<file path="config.mk">
export PLATFORM = sky130hd
export DESIGN_NAME = pu_rf_wb_arb
export DESIGN_NICKNAME = d
export VERILOG_FILES = /design/src/rtl/pu_rf_wb_arb.sv
export SDC_FILE = /design/constraint.sdc
export NUM_CORES = 1
export LEC_CHECK = 0
export CAP_MARGIN = 0
export CORE_MARGIN = 4
export CORE_UTILIZATION = 45
export DETAILED_ROUTE_END_ITERATION = 8
export PLACE_DENSITY = 0.73
export SLEW_MARGIN = 10
export SYNTH_ARGS = -nofsm -noshare
export SYNTH_HDL_FRONTEND = slang
export SYNTH_SLANG_ARGS = --single-unit
</file>
<file path="constraint.sdc">
create_clock -name clk -period 4 [get_ports clk]
set_input_delay 0.6 -clock clk [delete_from_list [all_inputs] [get_ports clk]]
set_output_delay 0.6 -clock clk [all_outputs]
set_load 0.005 [all_outputs]
</file>
<file path="src/rtl/pu_rf_wb_arb.sv">
// Register-file write-port arbiter: shares one RF write port among the ALU,
// a small load-return buffer and a host config port. It also tracks pending
// loads in a scoreboard for decode-stage hazard detection.
module pu_rf_wb_arb #(
  parameter int unsigned WIDTH         = 32,
  parameter int unsigned DEPTH_NBITS   = 5,
  parameter int unsigned LD_FIFO_DEPTH = 2,
  parameter int unsigned HOST_STARVE   = 8
) (
  input  logic                   clk,
  input  logic                   rst,
  input  logic                   alu_wr,
  input  logic [DEPTH_NBITS-1:0] alu_waddr,
  input  logic [WIDTH-1:0]       alu_din,
  input  logic                   ld_issue,
  input  logic [DEPTH_NBITS-1:0] ld_issue_waddr,
  input  logic                   ld_rsp_valid,
  output logic                   ld_rsp_ready,
  input  logic [DEPTH_NBITS-1:0] ld_rsp_waddr,
  input  logic [WIDTH-1:0]       ld_rsp_data,
  input  logic                   host_wr_valid,
  output logic                   host_wr_ready,
  input  logic [DEPTH_NBITS-1:0] host_waddr,
  input  logic [WIDTH-1:0]       host_wdata,
  input  logic [DEPTH_NBITS-1:0] rd_addr0,
  input  logic [DEPTH_NBITS-1:0] rd_addr1,
  output logic                   hazard,
  output logic                   rf_wr,
  output logic [DEPTH_NBITS-1:0] rf_waddr,
  output logic [WIDTH-1:0]       rf_din,
  output logic                   sb_err
);

  localparam int unsigned NREGS = 1 << DEPTH_NBITS;
  localparam int unsigned PTR_W = (LD_FIFO_DEPTH > 1) ? $clog2(LD_FIFO_DEPTH) : 1;
  localparam int unsigned CNT_W = $clog2(LD_FIFO_DEPTH + 1);
  localparam int unsigned STV_W = (HOST_STARVE > 0) ? $clog2(HOST_STARVE + 1) : 1;

  typedef enum logic [1:0] {
    SRC_NONE,
    SRC_ALU,
    SRC_HOST,
    SRC_LD
  } src_e;

  logic [DEPTH_NBITS-1:0] fifo_waddr [LD_FIFO_DEPTH];
  logic [WIDTH-1:0]       fifo_data  [LD_FIFO_DEPTH];
  logic [PTR_W-1:0]       wr_ptr;
  logic [PTR_W-1:0]       rd_ptr;
  logic [CNT_W-1:0]       count;
  logic [STV_W-1:0]       starve_cnt;
  logic [NREGS-1:0]       busy;
  logic [NREGS-1:0]       busy_set;
  logic [NREGS-1:0]       busy_clr;

  logic                   fifo_full;
  logic                   fifo_empty;
  logic                   starved;
  logic                   push;
  logic                   pop;
  logic                   err_now;
  logic [DEPTH_NBITS-1:0] head_waddr;
  logic [WIDTH-1:0]       head_data;
  src_e                   src;

  function automatic logic [PTR_W-1:0] ptr_inc(input logic [PTR_W-1:0] p);
    return (p == PTR_W'(LD_FIFO_DEPTH - 1)) ? '0 : p + 1'b1;
  endfunction

  assign fifo_full  = (count == CNT_W'(LD_FIFO_DEPTH));
  assign fifo_empty = (count == '0);
  assign starved    = (starve_cnt == STV_W'(HOST_STARVE));
  assign head_waddr = fifo_waddr[rd_ptr];
  assign head_data  = fifo_data[rd_ptr];

  // Fixed-priority write-port selection with host anti-starvation override
  always_comb begin
    src = SRC_NONE;
    if (rst)                            src = SRC_NONE;
    else if (alu_wr)                    src = SRC_ALU;
    else if (host_wr_valid && starved)  src = SRC_HOST;
    else if (!fifo_empty)               src = SRC_LD;
    else if (host_wr_valid)             src = SRC_HOST;
  end

  assign ld_rsp_ready  = !fifo_full && !rst;
  assign host_wr_ready = (src == SRC_HOST);
  assign push          = ld_rsp_valid && ld_rsp_ready;
  assign pop           = (src == SRC_LD);
  assign hazard        = busy[rd_addr0] | busy[rd_addr1];

  // Scoreboard set/clear masks and write-after-write error detection
  always_comb begin
    busy_set = '0;
    busy_clr = '0;
    if (ld_issue) busy_set[ld_issue_waddr] = 1'b1;
    if (pop)      busy_clr[head_waddr]     = 1'b1;
    err_now = (ld_issue && busy[ld_issue_waddr] && !(pop && (head_waddr == ld_issue_waddr)))
           || (alu_wr && busy[alu_waddr])
           || ((src == SRC_HOST) && busy[host_waddr])
           || (pop && !busy[head_waddr]);
  end

  // Load-return buffer storage (contents need no reset; validity is in count)
  always_ff @(posedge clk) begin
    if (push) begin
      fifo_waddr[wr_ptr] <= ld_rsp_waddr;
      fifo_data[wr_ptr]  <= ld_rsp_data;
    end
  end

  // Load-return buffer pointers and occupancy
  always_ff @(posedge clk) begin
    if (rst) begin
      wr_ptr <= '0;
      rd_ptr <= '0;
      count  <= '0;
    end else begin
      if (push) wr_ptr <= ptr_inc(wr_ptr);
      if (pop)  rd_ptr <= ptr_inc(rd_ptr);
      case ({push, pop})
        2'b10:   count <= count + 1'b1;
        2'b01:   count <= count - 1'b1;
        default: ;
      endcase
    end
  end

  // Host starvation counter: counts cycles the host waits, saturating
  always_ff @(posedge clk) begin
    if (rst) begin
      starve_cnt <= '0;
    end else if (host_wr_valid && (src != SRC_HOST)) begin
      if (!starved) starve_cnt <= starve_cnt + 1'b1;
    end else begin
      starve_cnt <= '0;
    end
  end

  // Busy vector; a same-cycle set wins over a clear of the same bit
  always_ff @(posedge clk) begin
    if (rst) busy <= '0;
    else     busy <= (busy & ~busy_clr) | busy_set;
  end

  // Sticky scoreboard error flag
  always_ff @(posedge clk) begin
    if (rst)          sb_err <= 1'b0;
    else if (err_now) sb_err <= 1'b1;
  end

  // Registered RF write port; address/data hold when idle
  always_ff @(posedge clk) begin
    if (rst) begin
      rf_wr    <= 1'b0;
      rf_waddr <= '0;
      rf_din   <= '0;
    end else begin
      rf_wr <= (src != SRC_NONE);
      case (src)
        SRC_ALU: begin
          rf_waddr <= alu_waddr;
          rf_din   <= alu_din;
        end
        SRC_HOST: begin
          rf_waddr <= host_waddr;
          rf_din   <= host_wdata;
        end
        SRC_LD: begin
          rf_waddr <= head_waddr;
          rf_din   <= head_data;
        end
        default: ;
      endcase
    end
  end

endmodule
</file>
# Word level (Yosys, flattened, before mapping)
# Memory sizes are Yosys's and may differ from the RTL's. A register that Yosys moved wholly into a read port is not among the register bits.
# Cells that the tools add are included.
[word_totals] regBits=79 ramBits=74 inputBits=132 out_inout_bits=42 elab_cells=96 n_memories=2
[memory_table] memory="fifo_data" words=2 word_bits=32 read_ports=1 rd_ports_with_merged_regs=1 wr=1 line="47" rtl="logic [WIDTH-1:0] fifo_data [LD_FIFO_DEPTH];"
[memory_table] memory="fifo_waddr" words=2 word_bits=5 read_ports=1 rd_ports_with_merged_regs=1 wr=1 line="46" rtl="logic [DEPTH_NBITS-1:0] fifo_waddr [LD_FIFO_DEPTH];"
[classes] n_addsub=5 order_cmp=8 n_eq_ne=9 mux=34 bitwise_logic=5 reduce_logical=24
[ops] cell="$pmux 32 s3" n=1
[ops] cell="$mux 32" n=2
[ops] cell="$lt 5x6->1 const B" n=6
[ops] cell="$and 32x32->32" n=1
[ops] cell="$not 32->32" n=1
[ops] cell="$or 32x32->32" n=1
[ops] cell="$bmux 1 s5" n=6
[ops] cell="$mux 1" n=16
[ops] cell="$pmux 5 s3" n=1
[ops] cell="$logic_and 1x1->1" n=12
[ops] cell="$demux 1 s5" n=2
[ops] cell="$ge 5x1->1 const B" n=2
[ops] cell="$mux 2" n=5
[ops] cell="$eq 2x2->1 const B" n=4
[ops] cell="$eq 5x5->1" n=1
[ops] cell="$add 4x1->4 const B" n=1
[ops] cell="$eq 2x1->1 const B" n=2
[ops] cell="$eq 4x4->1 const B" n=1
[ops] cell="$logic_not 1->1" n=4
[ops] cell="$pmux 2 s2" n=1
[ops] cell="$reduce_bool 2->1" n=2
[ops] cell="$logic_or 1x1->1" n=3
[ops] cell="$reduce_bool 3->1" n=1
[ops] cell="$add 1x1->1 const B" n=2
[ops] cell="7 further kinds" n=7

# Longest topological paths before layout
# Gate-level depths: netlist of the first run.
[depth] ltp_word=12 mapped_depth=11

# Worst setup path after synthesis of the first run
# No wires, ideal clock.
[synth_timing] path_type="flip-flop to flip-flop" startpoint="register count[0]" endpoint="memory fifo_data[0][0] (enable)" arrival_ns=2.563 required_ns=3.569 slack_ns=1.006 path_stages_with_launch=6 n_path_buf=1 period_less_slack_ns=2.994 cell_sequence="dfxtp_1 > clkbuf_1 > inv_1 > a21oi_1 > nand2_1 > nor2_1"
[synth_via] elab_chain_cells=6
[synth_rtl] element="from (decl)" line="50" rtl="logic [CNT_W-1:0] count;"
[synth_rtl] element="from (signal assigned)" line="122" rtl="2'b10: count <= count + 1'b1;"
[synth_rtl] element="from (signal assigned)" line="123" rtl="2'b01: count <= count - 1'b1;"
[synth_rtl] element="$eq 2x2->1" line="70" rtl="assign fifo_full = (count == CNT_W'(LD_FIFO_DEPTH));"
[synth_rtl] element="$logic_not 1->1" line="86" rtl="assign ld_rsp_ready = !fifo_full && !rst;"
[synth_rtl] element="$logic_and 1x1->1" line="86"
[synth_rtl] element="named net ld_rsp_ready" line="18" rtl="output logic ld_rsp_ready,"
[synth_rtl] element="$logic_and 1x1->1" line="88" rtl="assign push = ld_rsp_valid && ld_rsp_ready;"
[synth_rtl] element="$mux 1" line="106" rtl="if (push) begin"
[synth_rtl] element="$mux 1 (not written as such)" line="108" rtl="fifo_data[wr_ptr] <= ld_rsp_data;"
[synth_rtl] element="to (decl)" line="47"
# The timed path passes the listed nets, and every way through them passes these cells.

# Final worst setup path of the first run
[layout_timing] startpoint="input rd_addr1[0]" endpoint="output hazard"
[layout_via] elab_chain_cells=3
[layout_rtl] element="from (decl)" line="26" rtl="input logic [DEPTH_NBITS-1:0] rd_addr1,"
[layout_rtl] element="$bmux 1 s5" line="90" rtl="assign hazard = busy[rd_addr0] | busy[rd_addr1];"
[layout_rtl] element="$mux 1 (not written as such)" line="90"
[layout_rtl] element="$or 1x1->1" line="90"
[layout_rtl] element="to (decl)" line="27" rtl="output logic hazard,"
# Every way passes these cells. The select of a mux whose other input is x is not followed.

==> metrics.md, run 1 <==
| Metric | Value |
|---|---|
| GRT overflow | 0 |
| Port Buf Inserts | around 170 |
| Ys Warns | 0 |
| Largest family of logic cells by synthesized area | multiplexers |
| Fmax | ~270 MHz |
| GRT met3 Usage | approximately 6.5% |
| Die Ht | between 100 and 150 um |
| Worst skew pair latency | between 0.4 and 0.5 ns |
| Final #Nets | 943 |
| FP Rows | 47 |
| Leakage power | 3.44 nW |
| Die area | just under 20000 um^2 |
| IO Pins | about 170 |
| CTS Sinks | between 150 and 200 |
| Period Utilization, post-route | ~94% |
| Global-route met1 utilization | ~31% |
| Post-synth EDFFs | 74 |
| DP Area | approximately 9600 um^2 |
| Cell Area, Synth | 7710 um^2 |
| Fin. Hold Viols | 0 |
| Hold Crit Class | reg2reg |
| Hold_ws | roughly 0.45 ns |
| Share of cells above drive strength 1 | around 15% |
| Yosys cell types | 46 |
| Post-synth top cells | dfxtp_1 (80), edfxtp_1 (74), a21oi_1 (68), nand2_1 (61), o21ai_0 (46) |
| Final Cell Area | 10200 um^2 |
| Die width | ~140 um |
| Post_cts resized | 0 |
| Vias in the first global route | 6406 |
| Synth Flop Type | dfxtp_1 |
| Drt wl/cell | ~22 um |
| Number of setup buffers added after CTS | 0 |
| Longest Clk Path Bufs | 2 |
| Max-Cap Viols | 0 |
| Clock root cell | clkbuf_16 |
| CP required | 3.40 ns |
| Synth async-reset ratio | 0% |
| Tot Pwr | between 0.004 and 0.005 W |
| DRT antenna net count | 0 |
| Global Route Usage Sum | 23.3% |
| Most common cell in the netlist | dfxtp_1 |
| Synth top area share | about 29% |
| Net Count, Synth | 789 |
| Simple-gate share of the synthesized area | 8.23% |
| Gate Count Post-Synth | ~650 |
| RSZ-0062 raised after global routing | false |
| Worst Path Arrival | around 3.2 ns |
| Antenna cell count | 0 |
| CTS tree | yes |
| DR iter-0 viols | slightly above 700 |
| #FFs+latches synth | 154 |
| P per Cell Area | 393 nW/um^2 |
| Final setup viols | 0 |
| Relative slew margins | between 30% and 40% |
| Clk pin slew, worst setup/hold paths | 0.06 ns |
| Worst vdd ir | approximately 0.33 mV |
| DRT Wirelength | ~23 mm |
| Fin. max-slew vios | 0 |
| Syn-to-layout area delta | 32.4% |
| Status | finished clean |
| Mean area per synthesized cell | ~12 um^2 |
| # H-tree levels | 4 |
| Worst Setup Start Kind | input port |
| Vias per Instance | roughly 6.2 |
| Clock buffer count from CTS | 17 |
| Slew @ Worst Pin | 0.973 ns |
| Starting Density | between 40 and 50% |
| Met2 Usage GRT | a little under two fifths |
| DP Wirelength | about 16 mm |
| Setup Skew | between 0.009 and 0.01 ns |
| Synth area leaders | edfxtp_1 (29%), dfxtp_1 (21%), mux4_2 (11%), mux2_2 (4.5%), a21oi_1 (4.4%) |
| Complex-gate fraction of the synthesized area | 14.1% |
| Post-synthesis xor/xnor area fraction | approximately 1.4% |
| Mux contribution to synthesized area | between 20% and 30% |
| Final GP Congestion | between 0.9 and 1 |
| Hold-fix buffers, CTS | 0 |
| CP Class | in2out |
| Core ar. | between 15000 and 20000 um^2 |
| Critical path capture point type | output pin |
| First-pass GRT wire length | 35.5 mm |
| Setup TNS | 0 ns |
| Post-synth top area cell | edfxtp_1 |
| Largest net degree at the start of global routing | 43 |
| Fin crit period | about 3.8 ns |
| Vias | between 6000 and 7000 |
| Drt pass-1 iters | 7 |
| DRC | 0 |
| Adder-cell share of the synthesized area | less than 1% |
| GR peak layer | met2 |
| Seq/Total Area, Yosys | 49.6% |
| Worst-path maximum fanout | 8 |
| Initial antenna violation count | 0 |
sequential cells by signal (all words and copies together) (netlist names), named ones only:
signal and cells:
fifo_data 64, busy 32, rf_din 32, fifo_waddr 10, rf_waddr 5, starve_cnt 4, count 2, rd_ptr 1
rf_wr 1, sb_err 1, wr_ptr 1
cell usage in the layout (no fill, tap or decap), types with 4 or more instances in the layout:
cell type        synthesis  final
clkdlybuf4s50_1          0    172
dfxtp_1                 80     79
edfxtp_1                74     74
a21oi_1                 68     68
nand2_1                 61     61
o21ai_0                 46     46
mux4_2                  39     39
nor2_1                  34     33
mux2i_1                 33     33
mux2_2                  31     31
a222oi_1                18     18
clkbuf_16                0     17
o221ai_1                16     16
buf_4                    0     12
nand3_1                 10     10
inv_1                    9      9
nor3_1                   9      9
o21ai_1                  9      9
xnor2_1                  8      8
mux4_1                   7      7
nor3b_1                  5      5
a221oi_1                 5      5
inv_6                    0      5
xor2_1                   4      4
a22oi_1                  4      4
nor2b_1                  4      4
inv_8                    0      4
report_power, final:
group | switching [W] | internal, W
combinational | 0.000275 | 0.000310
sequential | 0.0000459 | 0.00173
clock | 0.000701 | 0.000945
stage by stage:
| step | setup WS [ns] | util [%] | std cells |
|---|---|---|---|
| 2_1_floorplan | 1.01 | - | 654 |
| 4_1_cts | 0.242 | 61.1 | 1041 |
| 5_1_grt | 0.148 | 61.1 | 1041 |
| 3_3_place_gp | 0.321 | 57.5 | 1009 |
| 6_report | 0.244 | 61.1 | 1041 |
| 3_5_place_dp | 0.242 | 57.5 | 1009 |
worst max-delay path, cell delays in order:
cell,delay (ns)
clkdlybuf4s50_1,0.79
mux4_2,0.57
mux4_2,0.47
mux2i_1,0.17
nand2_1,0.08
clkdlybuf4s50_1,0.46
final timing paths:
| path | slack (ns) | end | cells after the start | startpoint |
|---|---|---|---|---|
| max | 0.24 | hazard | 6 | rd_addr1[0] |
| min | 0.45 | rf_waddr[0]$_SDFFE_PP0P_ | 2 | rf_waddr[0]$_SDFFE_PP0P_ |
| max reg2reg | 1.27 | busy[12]$_SDFF_PP0_ | 8 | starve_cnt[0]$_SDFFE_PP0P_ |
| min reg2reg | 0.45 | rf_waddr[0]$_SDFFE_PP0P_ | 2 | rf_waddr[0]$_SDFFE_PP0P_ |
layer usage:
layer | wire length, um | up-vias | part of all wire [%]
li1 | - | 2869 | -
met1 | 9350 | 3107 | 41
met2 | 10800 | 382 | 47
met3 | 2170 | 49 | 9.5
met4 | 515 | 0 | 2.3
met5 | 0 | - | 0
kinds of logic (layout without fill, tap and decap cells):
kind of cell	after synthesis	in the layout
simple gates	138	138
fa+ha+maj	3	3
xor+xnor	12	12
buf+inv	61	228
compound gates	175	175
flops	154	154
mux	111	111
cell type report:
type,count,area [um^2]
fillers,1311,6500
flip-flops and latches,154,3820
multi-input cells,439,3640
inverters,11,41.3
well taps,220,275
repair buffers,185,1820
clock inverters,15,178
clock buffers,17,425
Note: power is estimated with default switching activity, not from simulation.
==> run 2: changes to the inputs <==
Settings changed: CELL_PAD_IN_SITES_DETAIL_PLACEMENT from default to 1, CELL_PAD_IN_SITES_GLOBAL_PLACEMENT from default to 1, CORE_UTILIZATION 45 to 40, PLACE_DENSITY 0.73 to default, PLACE_DENSITY_LB_ADDON from default to 0.1.
==> run 2 against run 1 <==
Compared with the run above: non-clock buffer count is the same; cell count grew 3.8%; via count is essentially flat; combinational power grew 3%; hold slack gained 0.0019 ns; core utilization shrank 6.7 points; final area grew 0.40%; register-to-register slack is essentially flat; setup slack gained 0.028 ns; highest routed layer is now met5.
==> metrics.md, run 2 (same netlist as run 1, synthesis figures left out) <==
| Metric | Value |
|---|---|
| Status | finished clean (unchanged) |
| Hold depth | 2 (unchanged) |
| Max reg flops | 64 (unchanged) |
| Vias per Instance | 5.93 (was 6.15) |
| Syn-to-layout area delta | 32.9% (was 32.4%) |
| Final #Nets | 943 (unchanged) |
| DP Area | 9650 um^2 (was 9600 um^2) |
| Fin. Hold Viols | 0 (unchanged) |
| Die width | 147 um (was 139 um) |
| IO Pins | 174 (unchanged) |
| Drt pass-1 iters | 7 (unchanged) |
| Starting Density | 40.9% (was 46.1%) |
| Core ar. | 18800 um^2 (was 16700 um^2) |
| R2r worst-path depth | 8 (unchanged) |
| CTS tree | yes (unchanged) |
| Worst-path maximum fanout | 8 (unchanged) |
| DP Wirelength | 18.7 mm (was 15.9 mm) |
| Worst skew pair latency | 0.43 ns (about the same) |
| P per Cell Area | 391 nW/um^2 (was 393 nW/um^2) |
| Vias | 6405 (was 6407) |
| DRT Wirelength | 26.3 mm (was 22.8 mm) |
| Fillers | 1943 (was 1311) |
| Hold-fix buffers, CTS | 0 (unchanged) |
| Vias in the first global route | 6867 (was 6406) |
| HP Start | rf_din[1]$_SDFFE_PP0P_ (was rf_waddr[0]$_SDFFE_PP0P_) |
| Fin. max-slew vios | 0 (unchanged) |
| Longest Clk Path Bufs | 2 (unchanged) |
| Critical path capture point type | output pin (unchanged) |
| FF/Latch Area | 3820 um^2 (unchanged) |
| Port Buf Inserts | 173 (unchanged) |
| Share of cells above drive strength 1 | 15.2% (unchanged) |
| Worst Setup SP | rd_addr1[0] (unchanged) |
| CP required | 3.40 ns (about the same) |
| FP Rows | 50 (was 47) |
| Commonest non-fill, non-tap cell in the layout | clkdlybuf4s50_1 (unchanged) |
| Largest Register | fifo_data (unchanged) |
| Worst vdd ir | 0.255 mV (was 0.334 mV) |
| Fmax | 268 MHz (was 266 MHz) |
| Setup TNS | 0 ns (unchanged) |
| Die Ht | 147 um (was 139 um) |
| Initial antenna violation count | 1 (was 0) |
| Relative slew margins | 32.7% (was 35.1%) |
| Largest registers | fifo_data (64), busy (32), rf_din (32) (unchanged) |
| Worst r2r src | starve_cnt[0]$_SDFFE_PP0P_ (unchanged) |
| Global Route Usage Sum | 24.1% (was 23.3%) |
| Final Util | 54.4% (was 61.1%) |
| Post_cts resized | 0 (unchanged) |
| Max-Cap Viols | 0 (unchanged) |
| GRT overflow | 0 (unchanged) |
| Worst Setup Start Kind | input port (unchanged) |
| CP Class | in2out (unchanged) |
| Final Cell Area | 10200 um^2 (about the same) |
| Antenna cell count | 0 (unchanged) |
| Largest net degree at the start of global routing | 51 (was 43) |
| Clk pin slew, worst setup/hold paths | 0.06 ns (about the same) |
| Fin crit period | 3.73 ns (was 3.76 ns) |
| DRC | 0 (unchanged) |
| Hold_ws | 0.456 ns (was 0.454 ns) |
| Die area | 21600 um^2 (was 19300 um^2) |
| Worst Path Arrival | 3.13 ns (was 3.16 ns) |
| Clock buffer count from CTS | 17 (unchanged) |
| First-pass GRT wire length | 40.1 mm (was 35.5 mm) |
| Drt wl/cell | 24.3 um (was 21.9 um) |
| # H-tree levels | 4 (unchanged) |
| Slew @ Worst Pin | 1.01 ns (was 0.973 ns) |
| Clock root cell | clkbuf_16 (unchanged) |
| DR iter-0 viols | 514 (was 719) |
| Setup Skew | 0.0139 ns (was 0.00980 ns) |
| Final setup viols | 0 (unchanged) |
| Highest-count cells in the layout ignoring fill and taps | clkdlybuf4s50_1 (172), dfxtp_1 (79), edfxtp_1 (74) (unchanged) |
| Leakage power | 3.44 nW (about the same) |
| Period Utilization, post-route | 93.2% (was 93.9%) |
| Multi-input logic area | 3640 um^2 (unchanged) |
| Number of setup buffers added after CTS | 0 (unchanged) |
| RSZ-0062 raised after global routing | false (unchanged) |
| DRT antenna net count | 0 (unchanged) |
| Final GP Congestion | 0.877 (was 0.929) |
| CTS Sinks | 154 (unchanged) |
| Hold Crit Class | reg2reg (unchanged) |
==> run 2: final cells by class <==
class                      instances  share of cell area (%)
inverter                          11                   0.403
tap                              260                    3.18
clock buffer                      18                    4.29
timing repair buffer             185                    17.7
multi-input combinational        439                    35.5
sequential                       154                    37.3
clock inverter                    14                    1.51
==> run 2: final timing paths <==
| kind | end | slack (ns) |
|---|---|---|
| setup / recovery | hazard | 0.27 |
| hold / removal | rf_din[1]$_SDFFE_PP0P_ | 0.46 |
| setup reg to reg | busy[8]$_SDFF_PP0_ | 1.28 |
| hold reg to reg | rf_din[1]$_SDFFE_PP0P_ | 0.46 |
==> run 2: per-layer routing <==
layer / part of all wire [%] / track usage (%) / wire, um
met5: 0.046 / 0 / 12
met4: 3.8 / 10.5 / 1010
met3: 6.1 / 5.21 / 1620
met2: 51 / 41.4 / 13400
met1: 39 / 29.0 / 10300
==> run 2: report_power, final <==
part | switching (W) | total [W] | internal (W) | leakage (nW)
Combinational | 0.000290 | 0.000600 | 0.000310 | 1.82
Clock | 0.000725 | 0.00163 | 0.000901 | 0.289
Sequential | 0.0000477 | 0.00178 | 0.00173 | 1.33
Total | 0.00106 | 0.00400 | 0.00294 | 3.44
==> run 2: through the flow <==
stage	total power (W)	setup slack, ns	std cells
2_1_floorplan	0.00209	1.01	654
3_3_place_gp	0.00239	0.314	1049
3_5_place_dp	0.00241	0.247	1049
4_1_cts	0.00403	0.242	1081
5_1_grt	0.00415	0.113	1081
6_report	0.00400	0.272	1081
==> run 2: critical path, cell delays in order <==
cell             delay, ns
clkdlybuf4s50_1       0.79
mux4_2                0.59
mux4_2                0.47
mux2i_1               0.15
nand2_1               0.06
clkdlybuf4s50_1       0.45
